===== src/rtl/mem_access_ctrl_pkg.sv =====
// ============================================================================
// Module : mem_access_ctrl_pkg
// Brief  : Shared encodings for the RAM access controller and its arbiter.
// Rev    : 1.0
// ============================================================================
`default_nettype none

package mem_access_ctrl_pkg;

  typedef enum logic [1:0] {
    ST_IDLE   = 2'd0,
    ST_SETUP  = 2'd1,
    ST_ACCESS = 2'd2,
    ST_DONE   = 2'd3
  } state_t;

  localparam logic REQ_I    = 1'b0;
  localparam logic REQ_D    = 1'b1;
  localparam logic RW_READ  = 1'b1;
  localparam logic RW_WRITE = 1'b0;

endpackage

`default_nettype wire


===== src/rtl/mem_access_ctrl_rr_arb.sv =====
// ============================================================================
// Module : mem_rr_arb
// Brief  : Two-way round-robin arbiter; pointer names the favoured requester.
// Rev    : 1.0
// ============================================================================
`default_nettype none

module mem_rr_arb
  import mem_access_ctrl_pkg::*;
(
  input  logic       clk,
  input  logic       rst_n,
  input  logic [1:0] req,
  input  logic       update,
  output logic       gnt_id
);

  logic r_ptr;

  // A lone requester always wins; the pointer only breaks ties.
  always_comb begin
    gnt_id = REQ_I;
    if (req == 2'b11)
      gnt_id = r_ptr;
    else if (req[REQ_D])
      gnt_id = REQ_D;
  end

  always_ff @(posedge clk) begin
    if (!rst_n)
      r_ptr <= REQ_D;
    else if (update)
      r_ptr <= ~gnt_id;
  end

endmodule

`default_nettype wire


===== src/rtl/mem_access_ctrl.sv =====
// ============================================================================
// Module : mem_access_ctrl
// Brief  : Shares a single-port RAM between fetch (I) and load/store (D)
//          ports with an Enable/MOV/RW/MOC handshake and a MOC timeout.
// Rev    : 1.0
// ============================================================================
`default_nettype none

module mem_access_ctrl
  import mem_access_ctrl_pkg::*;
#(
  parameter int AW      = 8,
  parameter int DW      = 32,
  parameter int TIMEOUT = 15,
  parameter int TW      = 4
) (
  input  logic          Clk,
  input  logic          Reset_n,
  input  logic          IReq,
  input  logic [AW-1:0] IAddr,
  output logic [DW-1:0] IRdata,
  output logic          IAck,
  input  logic          DReq,
  input  logic          DRW,
  input  logic [AW-1:0] DAddr,
  input  logic [DW-1:0] DWdata,
  output logic [DW-1:0] DRdata,
  output logic          DAck,
  output logic          Enable,
  output logic          MOV,
  output logic          RW,
  output logic [AW-1:0] Address,
  output logic [DW-1:0] MemWdata,
  input  logic [DW-1:0] MemRdata,
  input  logic          MOC,
  output logic          Busy,
  output logic          Timeout
);

  state_t        r_state;
  state_t        w_state_nxt;
  logic [TW-1:0] r_cnt;
  logic          r_gnt;
  logic          w_gnt_id;
  logic          w_arb_update;
  logic          w_hit;
  logic          w_expire;
  logic [DW-1:0] w_word;

  mem_rr_arb u_arb (
    .clk    (Clk),
    .rst_n  (Reset_n),
    .req    ({DReq, IReq}),
    .update (w_arb_update),
    .gnt_id (w_gnt_id)
  );

  always_comb begin
    w_state_nxt  = r_state;
    w_arb_update = 1'b0;
    w_hit        = 1'b0;
    w_expire     = 1'b0;
    w_word       = '0;
    case (r_state)
      ST_IDLE: begin
        if (IReq || DReq) begin
          w_state_nxt  = ST_SETUP;
          w_arb_update = 1'b1;
        end
      end
      ST_SETUP:  w_state_nxt = ST_ACCESS;
      ST_ACCESS: begin
        if (MOC) begin
          w_hit       = 1'b1;
          w_state_nxt = ST_DONE;
        end else if (r_cnt == TW'(TIMEOUT - 1)) begin
          w_expire    = 1'b1;
          w_state_nxt = ST_DONE;
        end
      end
      ST_DONE:   w_state_nxt = ST_IDLE;
      default:   w_state_nxt = ST_IDLE;
    endcase
    // Writes and aborted accesses return zero to the requester.
    if (w_hit && (RW != RW_WRITE))
      w_word = MemRdata;
  end

  // Outputs are registered from the next state so they line up with it.
  always_ff @(posedge Clk) begin
    if (!Reset_n) begin
      r_state  <= ST_IDLE;
      r_cnt    <= '0;
      r_gnt    <= REQ_I;
      Enable   <= 1'b0;
      MOV      <= 1'b0;
      RW       <= 1'b0;
      Address  <= '0;
      MemWdata <= '0;
      IRdata   <= '0;
      DRdata   <= '0;
      IAck     <= 1'b0;
      DAck     <= 1'b0;
      Busy     <= 1'b0;
      Timeout  <= 1'b0;
    end else begin
      r_state <= w_state_nxt;
      Enable  <= (w_state_nxt != ST_IDLE);
      Busy    <= (w_state_nxt != ST_IDLE);
      MOV     <= (w_state_nxt == ST_ACCESS);
      IAck    <= (w_state_nxt == ST_DONE) && (r_gnt == REQ_I);
      DAck    <= (w_state_nxt == ST_DONE) && (r_gnt == REQ_D);
      Timeout <= w_expire;

      if (r_state == ST_ACCESS && !MOC)
        r_cnt <= r_cnt + TW'(1);
      else if (r_state == ST_DONE)
        r_cnt <= '0;

      if (w_arb_update) begin
        r_gnt <= w_gnt_id;
        if (w_gnt_id == REQ_I) begin
          Address  <= IAddr;
          RW       <= RW_READ;
          MemWdata <= '0;
        end else begin
          Address  <= DAddr;
          RW       <= DRW;
          MemWdata <= DWdata;
        end
      end

      if (w_hit || w_expire) begin
        if (r_gnt == REQ_I)
          IRdata <= w_word;
        else
          DRdata <= w_word;
      end
    end
  end

endmodule

`default_nettype wire

===== config.mk =====
export PLATFORM = sky130hd
export DESIGN_NAME = mem_access_ctrl
export DESIGN_NICKNAME = d
export VERILOG_FILES = /design/src/rtl/mem_access_ctrl_pkg.sv /design/src/rtl/mem_access_ctrl_rr_arb.sv /design/src/rtl/mem_access_ctrl.sv
export SDC_FILE = /design/constraint.sdc
export NUM_CORES = 1
export LEC_CHECK = 0
export BUFFER_PORTS_ARGS = -buffer_cell sky130_fd_sc_hd__buf_2
export CORE_AREA = 2 2 109 90
export DETAILED_ROUTE_END_ITERATION = 6
export DIE_AREA = 0 0 111 92
export PLACE_DENSITY_LB_ADDON = 0.12
export SLEW_MARGIN = 10
export SYNTH_ARGS = -nofsm -noshare
export SYNTH_HDL_FRONTEND = slang
export SYNTH_SLANG_ARGS = --single-unit

===== constraint.sdc =====
create_clock -name Clk -period 2.3 [get_ports Clk]
set_clock_uncertainty 0.15 [all_clocks]
set_input_delay 0.46 -clock Clk [delete_from_list [all_inputs] [get_ports Clk]]
set_output_delay 0.46 -clock Clk [all_outputs]
set_load 0.02 [all_outputs]

## After elaboration in Yosys (flattened, before gate mapping)

Index checks and enable logic that the tools add are counted.

| operators by class | value |
|---|---|
| eq/ne operators | 7 |
| multiplexer cells | 19 |
| reductions and logical operators | 12 |
| $add $sub $neg | 1 |
| bitwise gates (word level) | 2 |

Operators by type and width:

| operator | count |
|---|---|
| $mux W32 | 2 |
| $eq A2 B2 Y1 const B | 5 |
| $mux W1 | 10 |
| $mux W4 | 2 |
| $mux W8 | 1 |
| $pmux W2 S4 | 1 |
| $mux W2 | 3 |
| $add A4 B1 Y4 const B | 1 |
| $eq A4 B4 Y1 const B | 1 |
| $logic_and A1 B1 Y1 | 4 |
| $reduce_and A2 Y1 | 2 |
| $reduce_bool A2 Y1 | 2 |
| $eq A2 B1 Y1 const B | 1 |
| $logic_not A2 Y1 | 1 |
| $logic_or A1 B1 Y1 | 2 |
| $not A1 Y1 | 2 |
| $logic_not A1 Y1 | 1 |

| word-level totals | value |
|---|---|
| input bits | 86 |
| logic and storage cells | 55 |
| register bits | 118 |
| output and inout bits | 111 |

## Logic depth before layout (Yosys ltp)

| depth | value |
|---|---|
| word-level depth | 6 |
| gate-level depth with buffers | 7 |
| depth with buffers taken out | 5 |

## Cells and area by module

From an unflattened synthesis, not the netlist that was laid out.

| second synthesis, totals | value |
|---|---|
| cells, all modules | 475 |
| area, all modules | 4,456.8 µm² |

By module, submodules not included:

| module | area an instance (µm²) | cells each | times used | seq. area each (µm²) |
|---|---|---|---|---|
| mem_access_ctrl | 4,399.2 | 470 | 1 | 2,342.2 |
| mem_rr_arb | 57.6 | 5 | 1 | 20.0 |

## Least setup slack after synthesis

Ideal clock, no wire load.

| timing path | value |
|---|---|
| path kind | reg-to-reg |
| start point | reg r_state[0] |
| end point | reg Address[0] |
| data required time | 2.028 ns |
| buffers on the path | 2 |
| setup time | 0.122 ns |
| arrival time | 1.539 ns |
| slack | 0.490 ns |
| period minus slack after synthesis | 1.810 ns |
| stages on the path, launching flop included | 8 |
| cells stage by stage | dfxtp_1 -> inv_1 -> ha_1 -> and2_1 -> buf_6 -> and3_1 -> buf_6 -> a221o_1 |

| on the way | value |
|---|---|
| longest elaborated chain between the ends | 2 |

RTL lines:

| element | RTL line | text |
|---|---|---|
| start: declaration | mem_access_ctrl.sv:40 | `state_t r_state;` |
| start signal: assignment | mem_access_ctrl.sv:107 | `r_state <= w_state_nxt;` |
| $logic_not A2 Y1 | mem_access_ctrl.sv:64 | `case (r_state)` |
| $mux W1 | mem_access_ctrl.sv:64 |  |
| end signal: assignment | mem_access_ctrl.sv:123 | `Address <= IAddr;` |
| end signal: assignment | mem_access_ctrl.sv:127 | `Address <= DAddr;` |
| end: declaration | mem_access_ctrl.sv:32 | `output logic [AW-1:0] Address,` |

No other way between the ends.
A chain may end at the register's enable or synchronous reset.

## Worst setup path after layout

| timing path | value |
|---|---|
| start point | reg r_state[0] |
| end point | reg Address[5] |

The elaborated chain is that of the path after synthesis.

==> report_table.html <==
<table>
<tr><th>Metric</th><th>Value</th></tr>
<tr><th colspan="2">Pwr</th></tr>
<tr><td>Areal power density over the cells</td><td>1127 mW/mm2</td></tr>
<tr><td>Maximum vdd ir drop</td><td>673.2 uV</td></tr>
<tr><td>Leakage dissipation</td><td>0.002780 uW</td></tr>
<tr><th colspan="2">Synthesis</th></tr>
<tr><td>Average footprint of a synthesized cell</td><td>11.28 um2</td></tr>
<tr><td>Mapped Area</td><td>0.004026 mm2</td></tr>
<tr><td>Number of library cell types mapped by synthesis</td><td>34</td></tr>
<tr><td>Post-Syn Nets</td><td>roughly 450</td></tr>
<tr><td>Count of synthesis-stage warnings from yosys</td><td>0</td></tr>
<tr><td>Number of synthesized register bits</td><td>118</td></tr>
<tr><td>Post-synthesis sequential area ratio</td><td>0.5867</td></tr>
<tr><td>Cells after synthesis</td><td>357</td></tr>
<tr><th colspan="2">Layout</th></tr>
<tr><td>P&amp;R area growth vs syn</td><td>40.49%</td></tr>
<tr><td>Finished Core Util</td><td>0.6116</td></tr>
<tr><td>Layout net count</td><td>approximately 640</td></tr>
<tr><td>Antenna fix cells</td><td>0</td></tr>
<tr><td>Count of placed standard cells in the final layout, fillers left out</td><td>680</td></tr>
<tr><td>Share of cells above drive strength 1</td><td>0.4189</td></tr>
<tr><th colspan="2">GRT</th></tr>
<tr><td>Via count of the first global-routing pass</td><td>3536</td></tr>
<tr><td>Wire length of the first global-routing pass</td><td>17.15 mm</td></tr>
<tr><td>GR Overflow Total</td><td>0</td></tr>
<tr><td>Antenna violations before repair</td><td>0</td></tr>
<tr><td>Pin count of the biggest net entering global routing</td><td>34</td></tr>
<tr><td>Overall routing resource usage</td><td>0.2064</td></tr>
<tr><th colspan="2">STA</th></tr>
<tr><td>Setup repair after global routing missed its margin</td><td>false</td></tr>
<tr><td>Slew HR</td><td>0.5697</td></tr>
<tr><td>Clock period minus worst slack</td><td>1.805 ns</td></tr>
<tr><td>Final sum of negative setup slack</td><td>0 ns</td></tr>
<tr><td>Peak Freq</td><td>approximately 550 MHz</td></tr>
<tr><td>Period Utilization, post-route</td><td>0.7846</td></tr>
<tr><td>Final Hold Vio Count</td><td>0</td></tr>
<tr><td>Final number of setup-violating endpoints</td><td>0</td></tr>
<tr><td>Number of slew-limit violations in the final report</td><td>0</td></tr>
<tr><td>Worst Hold Margin</td><td>approximately 0.13 ns</td></tr>
<tr><td>Slew @ Worst Pin</td><td>0.6454 ns</td></tr>
<tr><th colspan="2">Placement</th></tr>
<tr><td>DP Cell Count</td><td>649</td></tr>
<tr><td>Gp weighted congestion</td><td>between 0.7 and 0.8</td></tr>
<tr><td>Port buffer count</td><td>196</td></tr>
<tr><td>Detail Placement HPWL</td><td>6.920 mm</td></tr>
<tr><th colspan="2">Setup path</th></tr>
<tr><td>Worst flop-to-flop path startpoint</td><td>r_state[0]$_SDFF_PN0_</td></tr>
<tr><td>CP startpoint kind</td><td>flop</td></tr>
<tr><td>Crit path buf inv count</td><td>1</td></tr>
<tr><td>Largest incremental delay on the critical path</td><td>0.38 ns</td></tr>
<tr><td>Worst endpoint required time</td><td>2.43 ns</td></tr>
<tr><td>CP Class</td><td>flop to flop</td></tr>
<tr><td>Register-to-register setup slack</td><td>around 0.50 ns</td></tr>
<tr><td>Capturing element type of the critical path</td><td>flop</td></tr>
<tr><td>Worst reg2reg path endpoint</td><td>Address[5]$_SDFFE_PN0P_</td></tr>
<tr><td>Critical path's top delay family</td><td>simple AND/OR/NAND/NOR gates</td></tr>
<tr><td>Series of cell instances along the critical path</td><td>inv_1 &gt; ha_1 &gt; and2_1 &gt; and3_1 &gt; a221o_1</td></tr>
<tr><td>CP arrival</td><td>1.94 ns</td></tr>
<tr><td>Critical-path cell with the highest stage delay</td><td>sky130_fd_sc_hd__a221o_1</td></tr>
<tr><td>Depth of the most critical reg-to-reg path</td><td>5</td></tr>
<tr><td>Max Fanout on Critical Path</td><td>8</td></tr>
<tr><th colspan="2">Hold path</th></tr>
<tr><td>Capture endpoint of the worst hold path</td><td>Address[3]$_SDFFE_PN0P_</td></tr>
<tr><td>Number of cells on the worst hold path</td><td>2</td></tr>
<tr><td>Worst hold path type</td><td>input pin to flop</td></tr>
<tr><td>Start point of the worst hold path</td><td>IAddr[3]</td></tr>
<tr><th colspan="2">Floorplanning</th></tr>
<tr><td>Core region area</td><td>between 0.009 and 0.01 mm2</td></tr>
<tr><td>Die Height</td><td>about 92 um</td></tr>
<tr><td>Site row count</td><td>32</td></tr>
<tr><td>Die outline area</td><td>0.01021 mm2</td></tr>
<tr><td>Number of top-level pins</td><td>197</td></tr>
<tr><td>Initial Util</td><td>0.4353</td></tr>
<tr><td>Floorplan die width</td><td>between 100 and 150 um</td></tr>
<tr><th colspan="2">Clock tree</th></tr>
<tr><td>Maximum clock path buffer count</td><td>2</td></tr>
<tr><td>Clock tree root buffer cell</td><td>sky130_fd_sc_hd__clkbuf_16</td></tr>
<tr><td>Clock-pin slew reported for the worst setup and hold paths after clock tree synthesis</td><td>0.05 ns</td></tr>
<tr><td>TritonCTS clock tree</td><td>yes</td></tr>
<tr><td>TritonCTS sink count</td><td>around 120</td></tr>
<tr><td>Post-CTS resize count</td><td>0</td></tr>
<tr><td>Clock latency on the worst-skew pair</td><td>0.40 ns</td></tr>
<tr><td>Hold-fix buffers at CTS</td><td>0</td></tr>
<tr><td>Post-CTS repair timing setup buffer count</td><td>0</td></tr>
<tr><td>Clock buffers created by TritonCTS</td><td>17</td></tr>
<tr><td>H-Tree Level Count</td><td>4</td></tr>
<tr><th colspan="2">Routing</th></tr>
<tr><td>Antenna Violating Nets Remaining</td><td>0</td></tr>
<tr><td>Routed length per placed instance</td><td>15.44 um</td></tr>
<tr><td>Detailed-route DRC error count</td><td>0</td></tr>
<tr><td>Vias per std cell</td><td>around 5.3</td></tr>
<tr><td>Detailed-route wire length on metal 1</td><td>4.787 mm</td></tr>
<tr><td>Total via count in the routed design</td><td>3594</td></tr>
<tr><td>Amount of wire on met3 after detailed routing</td><td>807 um</td></tr>
<tr><td>Total wirelength of the detailed-routed design</td><td>10.50 mm</td></tr>
<tr><td>Starting DRC count in detailed routing</td><td>248</td></tr>
<tr><td>Highest metal layer with signal wires</td><td>met4</td></tr>
<tr><td>Length of routed met2 wiring</td><td>4.819 mm</td></tr>
<tr><td>DRT Pass-1 Iters</td><td>4</td></tr>
<tr><th colspan="2">Job</th></tr>
<tr><td>Max-capacitance violation count</td><td>0</td></tr>
<tr><th colspan="2">Run status</th></tr>
<tr><td>Result of the run</td><td>complete, no violations</td></tr>
</table>
-- cell usage in the layout (no fill, tap or decap), drive strengths merged --
master     n
buf      204
dfxtp    118
a22o      64
nor2      37
a32oi     32
clkbuf    27
and3      13
a221o      8
inv        7
ha         6
a21oi      5
nand2      4
nand2b     4
nor3       4
and2       3
nand3      3
nor2b      3
clkinv     3
a211oi     2
o21a       2
o21ai      2
o2bb2ai    1
nand4      1
nor4b      1
mux2       1
nand3b     1
o22ai      1
o221a      1
nor4       1
a211o      1
bufinv     1
-- Yosys cell counts --
library cell / instances / share of area
sky130_fd_sc_hd__nor4_1: 1 / 0.0016
sky130_fd_sc_hd__o2bb2ai_1: 1 / 0.0022
sky130_fd_sc_hd__dfxtp_1: 118 / 0.59
sky130_fd_sc_hd__o22ai_2: 1 / 0.0031
sky130_fd_sc_hd__a211oi_1: 2 / 0.0037
sky130_fd_sc_hd__and2_1: 3 / 0.0047
sky130_fd_sc_hd__mux2_2: 1 / 0.0028
sky130_fd_sc_hd__and3_1: 13 / 0.020
sky130_fd_sc_hd__nand2b_1: 4 / 0.0062
sky130_fd_sc_hd__nand2_1: 4 / 0.0037
sky130_fd_sc_hd__o21ai_0: 1 / 0.0012
sky130_fd_sc_hd__nor2_2: 2 / 0.0031
sky130_fd_sc_hd__nand4_1: 1 / 0.0016
sky130_fd_sc_hd__o221a_1: 1 / 0.0028
sky130_fd_sc_hd__a21oi_1: 5 / 0.0062
sky130_fd_sc_hd__o21ai_1: 1 / 0.0012
sky130_fd_sc_hd__buf_2: 18 / 0.022
sky130_fd_sc_hd__inv_2: 1 / 0.00093
sky130_fd_sc_hd__nor3_1: 4 / 0.0050
sky130_fd_sc_hd__a221o_1: 8 / 0.020
sky130_fd_sc_hd__a211o_1: 1 / 0.0022
sky130_fd_sc_hd__nor2b_1: 3 / 0.0047
sky130_fd_sc_hd__nand3b_1: 1 / 0.0019
sky130_fd_sc_hd__a32oi_1: 32 / 0.070
sky130_fd_sc_hd__a22o_1: 64 / 0.14
sky130_fd_sc_hd__buf_6: 2 / 0.0056
sky130_fd_sc_hd__o21a_1: 2 / 0.0037
sky130_fd_sc_hd__ha_1: 6 / 0.019
sky130_fd_sc_hd__nor2_1: 35 / 0.033
sky130_fd_sc_hd__inv_1: 6 / 0.0056
sky130_fd_sc_hd__buf_4: 1 / 0.0019
sky130_fd_sc_hd__nor4b_1: 1 / 0.0022
sky130_fd_sc_hd__clkbuf_1: 10 / 0.0093
sky130_fd_sc_hd__nand3_1: 3 / 0.0037
-- state kept, by name (all words and copies together), names as in the netlist --
name / flops
DAck: 1
IAck: 1
Busy: 1
Address: 8
r_state: 2
DRdata: 32
Timeout: 1
IRdata: 32
r_gnt: 1
u_arb.r_ptr: 1
RW: 1
MOV: 1
MemWdata: 32
r_cnt: 4
-- power breakdown --
group	total (uW)	leakage (uW)	switching, uW	internal (uW)
clock	2400	0.000265	840	1560
sequential	2440	0.000958	136	2300
combinational	1540	0.00156	972	566
total	6370	0.00278	1950	4430
-- cells by family (layout without fill, tap and decap cells) --
logic type | after synthesis | count (layout) | share of synthesized area
AO/OA/AOI/OAI | 119 | 119 | 0.2551
buffers and inverters | 38 | 242 | 0.04568
multiplexers | 1 | 1 | 0.002797
adder cells (fa/ha/maj) | 6 | 6 | 0.01864
flip-flops | 118 | 118 | 0.5867
AND/OR/NAND/NOR | 75 | 75 | 0.09105
-- through the flow --
step / setup WS [ns] / power [uW] / instance area [um2]
3_3_place_gp: 0.4937 / 3981 / 5119
4_1_cts: 0.4801 / 6435 / 5657
6_report: 0.4954 / 6373 / 5657
5_1_grt: 0.3744 / 6690 / 5657
2_1_floorplan: 0.4895 / 3536 / 4026
3_5_place_dp: 0.4465 / 4005 / 5119
-- layer usage --
layer / global-route usage / up-vias
li1: - / 1737
met1: 0.2588 / 1717
met2: 0.3236 / 130
met3: 0.07931 / 10
met4: 0.07917 / 0
met5: 0 / -
-- how the worst max path moves through the flow --
stage                                from                 endpoint  slack [ns]  cells past startpoint
floorplan           r_state[0]$_SDFF_PN0_  Address[0]$_SDFFE_PN0P_        0.49                      7
global placement                  Reset_n  Address[0]$_SDFFE_PN0P_        0.49                      4
detailed placement                Reset_n  Address[4]$_SDFFE_PN0P_        0.45                      4
CTS                 r_state[0]$_SDFF_PN0_  Address[4]$_SDFFE_PN0P_        0.48                      5
global route        r_state[0]$_SDFF_PN0_          RW$_SDFFE_PN0P_        0.37                      6
finish              r_state[0]$_SDFF_PN0_  Address[5]$_SDFFE_PN0P_        0.50                      5
-- area by class of cell --
| class | count | area, um2 |
|---|---|---|
| fill | 803 | 3592 |
| multi-input combinational | 201 | 1490 |
| clock buffer | 27 | 493.0 |
| sequential | 118 | 2362 |
| inverter | 7 | 26.28 |
| timing repair buffer | 204 | 1091 |
| tap | 119 | 148.9 |
| clock inverter | 4 | 45.04 |
Power figures use the tool's default switching activity.
